<file path="src/rtl/mem_arbiter_n.sv">
// mem_arbiter_n: funnels NUM_PORTS level-held read/write requesters onto one registered memory port.
// Latency: mem strobe the cycle after a request is seen in IDLE; up_resp the cycle after mem_resp (3 min).
// Backpressure: one transaction in flight; losers keep their request level until their own up_resp.
// Build option ARB_ROUND_ROBIN_EN selects round-robin grant; otherwise lowest-numbered port wins.
module mem_arbiter_n #(
    parameter int NUM_PORTS  = 2,
    parameter int ADDR_WIDTH = 16,
    parameter int DATA_WIDTH = 128
) (
    input  logic                            clk,
    input  logic                            reset,
    input  logic [NUM_PORTS-1:0]            up_read,
    input  logic [NUM_PORTS-1:0]            up_write,
    input  logic [NUM_PORTS*ADDR_WIDTH-1:0] up_address,
    input  logic [NUM_PORTS*DATA_WIDTH-1:0] up_wdata,
    output logic [NUM_PORTS-1:0]            up_resp,
    output logic [DATA_WIDTH-1:0]           up_rdata,
    output logic                            mem_read,
    output logic                            mem_write,
    output logic [ADDR_WIDTH-1:0]           mem_address,
    output logic [DATA_WIDTH-1:0]           mem_wdata,
    input  logic                            mem_resp,
    input  logic [DATA_WIDTH-1:0]           mem_rdata
);
    localparam int IDX_W = $clog2(NUM_PORTS);

    typedef enum logic [1:0] {IDLE, BUSY, RESP} state_t;

    state_t                state, state_next;
    logic [NUM_PORTS-1:0]  pending;
    logic                  any_pending;
    logic [IDX_W-1:0]      grant_idx;
    logic [IDX_W-1:0]      winner;
    logic [ADDR_WIDTH-1:0] addr_sel;
    logic [DATA_WIDTH-1:0] wdata_sel;

    assign pending     = up_read | up_write;
    assign any_pending = |pending;

`ifdef ARB_ROUND_ROBIN_EN
    logic [IDX_W-1:0] rr_ptr;

    // Scan from the pointer upward with wrap; descending loop so the nearest pending port wins.
    always_comb begin
        int idx;
        idx       = 0;
        grant_idx = '0;
        for (int k = NUM_PORTS - 1; k >= 0; k--) begin
            idx = int'(rr_ptr) + k;
            if (idx >= NUM_PORTS) idx = idx - NUM_PORTS;
            if (pending[IDX_W'(idx)]) grant_idx = IDX_W'(idx);
        end
    end

    always_ff @(posedge clk) begin
        if (reset) begin
            rr_ptr <= '0;
        end else if (state == IDLE && any_pending) begin
            rr_ptr <= (grant_idx == IDX_W'(NUM_PORTS - 1)) ? '0 : grant_idx + IDX_W'(1);
        end
    end
`else
    always_comb begin
        grant_idx = '0;
        for (int k = NUM_PORTS - 1; k >= 0; k--) begin
            if (pending[IDX_W'(k)]) grant_idx = IDX_W'(k);
        end
    end
`endif

    always_comb begin
        addr_sel  = '0;
        wdata_sel = '0;
        for (int k = 0; k < NUM_PORTS; k++) begin
            if (grant_idx == IDX_W'(k)) begin
                addr_sel  = up_address[k*ADDR_WIDTH +: ADDR_WIDTH];
                wdata_sel = up_wdata[k*DATA_WIDTH +: DATA_WIDTH];
            end
        end
    end

    always_ff @(posedge clk) begin
        if (reset) state <= IDLE;
        else       state <= state_next;
    end

    always_comb begin
        state_next = state;
        case (state)
            IDLE:    if (any_pending) state_next = BUSY;
            BUSY:    if (mem_resp) state_next = RESP;
            RESP:    state_next = IDLE;
            default: state_next = IDLE;
        endcase
    end

    // Everything downstream is latched at grant, so requester activity during BUSY/RESP is invisible.
    always_ff @(posedge clk) begin
        if (reset) begin
            winner      <= '0;
            up_resp     <= '0;
            up_rdata    <= '0;
            mem_read    <= 1'b0;
            mem_write   <= 1'b0;
            mem_address <= '0;
            mem_wdata   <= '0;
        end else begin
            up_resp <= '0;
            case (state)
                IDLE: begin
                    if (any_pending) begin
                        winner      <= grant_idx;
                        mem_address <= addr_sel;
                        mem_wdata   <= wdata_sel;
                        mem_write   <= up_write[grant_idx];
                        mem_read    <= ~up_write[grant_idx];
                    end
                end
                BUSY: begin
                    if (mem_resp) begin
                        up_rdata  <= mem_rdata;
                        mem_read  <= 1'b0;
                        mem_write <= 1'b0;
                        up_resp   <= {{(NUM_PORTS-1){1'b0}}, 1'b1} << winner;
                    end
                end
                default: ;
            endcase
        end
    end
endmodule

</file>
<file path="config.mk">
export PLATFORM = sky130hd
export DESIGN_NAME = mem_arbiter_n
export DESIGN_NICKNAME = d
export VERILOG_FILES = /design/src/rtl/mem_arbiter_n.sv
export SDC_FILE = /design/constraint.sdc
export NUM_CORES = 1
export LEC_CHECK = 0
export CAP_MARGIN = 20
export CORE_AREA = 3 3 273 275
export CTS_CLUSTER_SIZE = 10
export DETAILED_ROUTE_END_ITERATION = 6
export DIE_AREA = 0 0 276 278
export GPL_ROUTABILITY_DRIVEN = 0
export GPL_TIMING_DRIVEN = 0
export PLACE_DENSITY = 0.44
export SLEW_MARGIN = 25
export SYNTH_ARGS = -nofsm -noshare
export SYNTH_HDL_FRONTEND = slang
export SYNTH_SLANG_ARGS = --single-unit
</file>
<file path="constraint.sdc">
create_clock -name clk -period 1.99 [get_ports clk]
set_clock_uncertainty 0.2 [all_clocks]
set_input_delay 0.2985 -clock clk [delete_from_list [all_inputs] [get_ports clk]]
set_output_delay 0.2985 -clock clk [all_outputs]
set_load 0.1 [all_outputs]
</file>
# Word-level counts from Yosys, hierarchy flattened
# Cells that the tools add are included.
[word_totals]
output_inout_bits = 276
word_cells = 38
in_bits = 423
regBits = 279
[op_classes]
reduce_logical = 8
bitwise_logic = 4
mux = 13
order_cmp = 1
n_shift = 1
n_eq_ne = 3
[op_table]
columns = ["op", "n"]
rows = [
  ["$mux 128", 1],
  ["$mux 16", 1],
  ["$mux 1", 6],
  ["$reduce_and 2->1", 3],
  ["$mux 2", 2],
  ["$ne 2x2->1 const B", 2],
  ["$pmux 1 s2", 2],
  ["$pmux 2 s2", 1],
  ["$not 1->1", 3],
  ["$reduce_and 3->1", 1],
  ["$reduce_or 3->1", 1],
  ["$eq 2x1->1 const B", 1],
  ["$logic_not 2->1", 1],
  ["$lt 1x2->1 const B", 1],
  ["$or 2x2->2", 1],
  ["$reduce_bool 2->1", 1],
  ["$reduce_or 2->1", 1],
  ["$shl 1x1->2 const A", 1],
]

# Depth between registers and ports, before layout
# Gate-level depths: netlist of the first run.
[logic_depth]
ltp_word = 7
depth_mapped = 5
ltp_nobuf = 3

# Worst setup path before layout of the first run
# OpenSTA, ideal clock, no wires.
[synth_path]
path_kind = "register -> register"
from = "reg mem_read (netlist name)"
to = "reg mem_read"
setup_ps = 58
path_stages_with_launch = 3
path_buffers = 0
required_ps = 1732
synth_period_minus_slack_ps = 1546
setup_slack_ps = 444
arrival_ps = 1288
path_cell_list = "dfxtp_1 > nor3b_1 > mux2_1"
[synth_rtl]
columns = ["element", "line", "text"]
rows = [
  ["end signal: assignment", "116", "mem_read <= ~up_write[grant_idx];"],
  ["end: declaration", "18", "output logic mem_read,"],
]

# Worst setup path in the final report of the first run
[layout_path]
from = "reg up_rdata[58]"
to = "out up_rdata[58]"
[layout_rtl]
columns = ["element", "line", "text"]
rows = [
  ["start: declaration", "17", "output logic [DATA_WIDTH-1:0] up_rdata,"],
  ["start signal: assignment", "121", "up_rdata <= mem_rdata;"],
]
# No word-level cell between the ends.

==> run metrics, run 1 <==
Hold Path Sink up_rdata[99]; Remaining DRCs 0; nets between 2000 and 2500; reg2reg path depth 4; Period minus WS final between 1500 and 2000 ps; slowest cell on the critical path clkdlybuf4s15_2; synth unique cells 20; final instance area 18400 um2; crit path capture type output port; total track usage 0.123; CTS Buf Count 37; DP Wirelength 39400 um; total number of yosys warnings 0; largest net degree at the start of global routing 20; final core utilization 0.254; simple-gate portion of the synthesized area 0.259; total I/O pin count around 700; status completed; Seq. cell area 5550 um2; Max FO, Critical Path 2; Slew Viols, Final 0; cell area after synthesis ~11000 um2; Rows 99; most frequent cell after synthesis nand2b_1; Power Density 979 nW/um2; die area approximately 77000 um2; CP bufs+invs 1; worst hold stages 3; leakage approximately 0.0074 uW; Reg clk slew, reported paths ~60 ps; initial antenna violation count 12; Top FF cell, synth dfxtp_1; register bit total from synthesis 277; CP top delay family buffers and inverters; Syn Inst Count 1200; CTS root buffer clkbuf_16; area of the multi-input gates 4960 um2; GRT overflow 0; post-synthesis mux area share 0.132; Post-Synth Adder-Cell Area 0; setup TNS 0 ps; Synth top cells by count 288 x nand2b_1, 277 x dfxtp_1, 256 x nand2_1; Startpoint Class flop; clk_lat worst skew around 530 ps; compound-cell area share of the yosys netlist 0.0596; vias in the first global route 10700; crit-path max cell delay 560 ps; final-report setup violation count 0; Initial Utilization 0.152; hold path startpoint mem_rdata[99]; FF-to-FF Start state[1]; R2R Setup Slk 180 ps; fmax 0.516 GHz; filler cell count 7892; Post-Synth XOR/XNOR Area 0; critical path cell sequence clkdlybuf4s15_2; WL per Instance 17.7 um; die width between 200 and 300 um; Die Y 278 um; DR vias/cell between 3 and 4; Crit Path Class flop to output port; Post-synth ARST share 0; Max IR drop VDD 0.493 mV; Max-Cap Viols 0; cell taking the most area after synthesis dfxtp_1; Post-Syn Area per Cell 9.17 um2; first-pass GRT wire length 71700 um; fin crit share 0.975; CTS Buffer Depth 3; drt pass-1 iters 4; TritonCTS clock tree built; violation count after the first detailed-route iteration 311; Routed WL 49000 um; area share of the largest cell type after synthesis 0.504; Worst Hold Class primary input to flop; # hold bufs at CTS 0; number of synthesized flops with an enable pin 0; # port buffers 552; placed instance area 17700 um2; post-synthesis sequential area ratio 0.504; worst path arrival time 1440 ps; relative slew slack 0.543; ANT nets after route 0; R2R Path End mem_wdata[91]; Area Overhead vs Synth 67.5%; largest family of logic cells by synthesized area simple AND/OR/NAND/NOR gates; Synth Net Count 1623; Post-CTS Setup Bufs 0; Slew @ Worst Pin 685 ps; via count 10200; fraction of layout cells with a size suffix above 1 0.211; endpoints failing hold 0; top cells by area, synth dfxtp_1 50%, nand2b_1 16%, mux2i_1 13%, nand2_1 8.7%, a21oi_1 5.8%; core area 72600 um2; clock tree sinks 277; CP required 1490 ps; htree depth 2
state kept, by name, indices dropped and copies added, names as in the netlist:
name and count:
state 2, mem_address 16, mem_write 1, up_rdata 128
mem_read 1, up_resp 1, mem_wdata 128
cells in the final DEF, fill, tap and decap left out, types with 2 or more instances in the layout:
master / n
a21oi_1: 128
nand3b_1: 2
clkbuf_2: 3
clkbuf_16: 37
clkbuf_1: 45
buf_4: 3
diode_2: 4
dfxtp_1: 277
mux2i_1: 144
clkdlybuf4s18_2: 100
nand2b_1: 288
nor3b_1: 2
clkinv_2: 2
clkbuf_8: 4
clkdlybuf4s50_1: 277
nand2_1: 256
buf_6: 13
buf_2: 137
clkdlybuf4s15_2: 75
inv_6: 2
nor2_1: 3
metal layers:
metal / routed length, um / part of all wire / up-vias / global-route usage
met2: 21700 / 0.44 / 399 / 0.197
met1: 21400 / 0.44 / 4637 / 0.151
met3: 4350 / 0.089 / 86 / 0.0495
met4: 1380 / 0.028 / 14 / 0.0389
li1: - / - / 5048 / -
met5: 91 / 0.0019 / - / 0
layout make-up:
cell class / count / area share
Antenna cell: 4 / 0.000543
Buffer: 91 / 0.0274
Clock buffer: 52 / 0.0555
Clock inverter: 6 / 0.00353
Multi-Input combinational cell: 831 / 0.269
Sequential cell: 277 / 0.301
Tap cell: 959 / 0.0651
Timing Repair Buffer: 552 / 0.278
cells by family after synthesis:
logic type	Yosys count
compound gates	130
flops	277
simple gates	555
buf+inv	92
mux	145
other cells	1
tightest hold or removal path, delay by kind of cell:
family | cells | cell delay [ps]
buffers and inverters | 1 | 400
AOI/OAI and AO/OA | 1 | 50
and+or+nand+nor | 1 | 60
through the flow:
stage / cells / power, uW / hold WS [ps] / setup slack [ps]
2_1_floorplan: 1200 / 10300 / 235 / 444
3_3_place_gp: 2711 / 12100 / 243 / -913
3_5_place_dp: 2711 / 12100 / 247 / -943
4_1_cts: 2768 / 18500 / 49.3 / 0.127
5_1_grt: 2769 / 18800 / 88.1 / -0.000111
6_report: 2772 / 18000 / 103 / 50.5
power breakdown:
part,switching [uW],total (uW),internal [uW]
Clock,2600,6270,3680
Sequential,238,6200,5970
Combinational,4070,5560,1490
how the worst max path moves through the flow:
stage | start | to | slack, ps | cells after the start
6_report | up_rdata[58] | up_rdata[58] | 50 | 1
5_1_grt | up_rdata[50] | up_rdata[50] | -0.0001 | 1
4_1_cts | mem_wdata[61] | mem_wdata[61] | 0.1 | 1
3_5_place_dp | reset | mem_wdata[87] | -940 | 5
3_3_place_gp | reset | mem_wdata[87] | -910 | 5
2_1_floorplan | mem_read | mem_read | 440 | 2
repair_timing:
item                                    in CTS  in global routing
endpoints found under the setup margin     372                116
gates resized for setup                   1004                 73
endpoints found under the hold margin        0                  0
Note: power is estimated with default switching activity, not from simulation.
==> inputs of run 2 (changes only) <==
--- a/config.mk
+++ b/config.mk
@@ -6,10 +6,10 @@
 export NUM_CORES = 1
 export LEC_CHECK = 0
 export CAP_MARGIN = 20
-export CORE_AREA = 3 3 273 275
+export CORE_AREA = 2 2 272 274
 export CTS_CLUSTER_SIZE = 10
 export DETAILED_ROUTE_END_ITERATION = 6
-export DIE_AREA = 0 0 276 278
+export DIE_AREA = 0 0 274 276
 export GPL_ROUTABILITY_DRIVEN = 0
 export GPL_TIMING_DRIVEN = 0
 export PLACE_DENSITY = 0.44
==> run metrics, run 2 (synthesized netlist as in run 1, its figures left out) <==
Placed Cells 2711; Max FO, Critical Path 2; Slew @ Worst Pin about 670 ps; hold path startpoint mem_rdata[109]; worst hold stages 3; Max IR drop VDD 0.524 mV; final non-filler cell total 2782; placed instance area between 15000 and 20000 um2; Pwr Total 18400 uW; die width 274 um; crit-path max cell delay ~560 ps; fraction of layout cells with a size suffix above 1 0.215; Slew Viols, Final 0; Power Density 1010 nW/um2; Routed WL 49100 um; Die Y 276 um; R2R Path End up_rdata[65]; CP bufs+invs 1; final instance area 18300 um2; TritonCTS clock tree built; commonest non-fill, non-tap cell in the layout nand2b_1; total I/O pin count 699; hold_ws 94.2 ps; core area 72600 um2; Initial Utilization 0.152; filler cell count 7978; Remaining DRCs 0; WL per Instance between 15 and 20 um; # port buffers 552; leakage 0.00748 uW; DR vias/cell 3.71; clk_lat worst skew 540 ps; fmax 0.513 GHz; Startpoint Class flop; Hold Path Sink up_rdata[109]; Max-Cap Viols 0; CP top delay family buffers and inverters; drt pass-1 iters 4; Rows ~100; CTS Buffer Depth 3; htree depth 2; first-pass GRT wire length 70900 um; Worst Hold Class primary input to flop; FF-to-FF Start state[0]; vias in the first global route 10800; DP Wirelength ~39000 um; reg2reg path depth 5; via count 10300; relative slew slack 0.554; CTS Buf Count 38; CTS root buffer clkbuf_16; setup TNS 0 ps; largest net degree at the start of global routing 11; nets approximately 2200; most frequent cells in the layout 288 x nand2b_1, 277 x clkdlybuf4s50_1, 277 x dfxtp_1; total track usage 0.124; worst path arrival time 1450 ps; ANT nets after route 0; Period minus WS final between 1500 and 2000 ps; # hold bufs at CTS 0; Reg clk slew, reported paths ~60 ps; CP required 1490 ps; clock tree sinks roughly 280; RSZ-0062 raised after global routing false; status completed; endpoints failing hold 0; final-report setup violation count 0; die area between 70000 and 80000 um2; Area Overhead vs Synth 66.2%; crit path capture type output port; GRT overflow 0; critical path cell sequence clkdlybuf4s18_2; slowest cell on the critical path clkdlybuf4s18_2; Largest regs mem_wdata (128), up_rdata (128), mem_address (16); violation count after the first detailed-route iteration 377; initial antenna violation count 12; R2R Setup Slk 110 ps; fin crit share 0.980; Crit Path Class flop to output port
-- run 2: area by class of cell --
class	instances	area, um2	area share
Multi-Input combinational cell	831	4970	0.272
Clock inverter	11	131	0.00718
Clock buffer	54	1060	0.0581
Antenna cell	4	10.0	0.000547
Timing Repair Buffer	554	4860	0.266
Tap cell	959	1200	0.0656
Sequential cell	277	5550	0.303
Buffer	92	509	0.0278
-- run 2: worst max-delay path by stage --
stage	start	endpoint	slack [ps]	cells past startpoint
floorplan	mem_read	mem_read	440	2
global placement	reset	mem_wdata[79]	-880	5
detailed placement	reset	mem_wdata[107]	-750	5
CTS	mem_wdata[48]	mem_wdata[48]	0.09	1
global route	up_rdata[19]	up_rdata[19]	0.3	1
finish	up_rdata[8]	up_rdata[8]	40	1
-- run 2: power by group --
part	total, uW	leakage [uW]	switching (uW)	internal (uW)
registers	6190	0.00227	228	5970
logic	5510	0.00461	4070	1440
clock network	6690	0.000587	2710	3980
-- run 2: layer usage --
layer  global-route usage  routed length (um)  up-vias  share of wire
met5                    0                 126        -         0.0026
met4               0.0386                1290       18          0.026
met3               0.0553                5100       86           0.10
met2                0.205               22500      415           0.46
met1                0.144               20100     4752           0.41
li1                     -                   -     5052              -
-- run 2: what timing repair did --
action	CTS	global route
endpoints found under the setup margin	296	263
pin swaps	0	0
setup buffers	0	2
resized for setup	1090	124
-- run 2: per-stage QoR --
| step | util | worst slack [ps] |
|---|---|---|
| 6_report | 0.252 | 39.7 |
| 5_1_grt | 0.252 | 0.337 |
| 3_5_place_dp | 0.244 | -747 |
| 3_3_place_gp | 0.244 | -875 |
| 2_1_floorplan | - | 444 |
| 4_1_cts | 0.256 | 0.0909 |
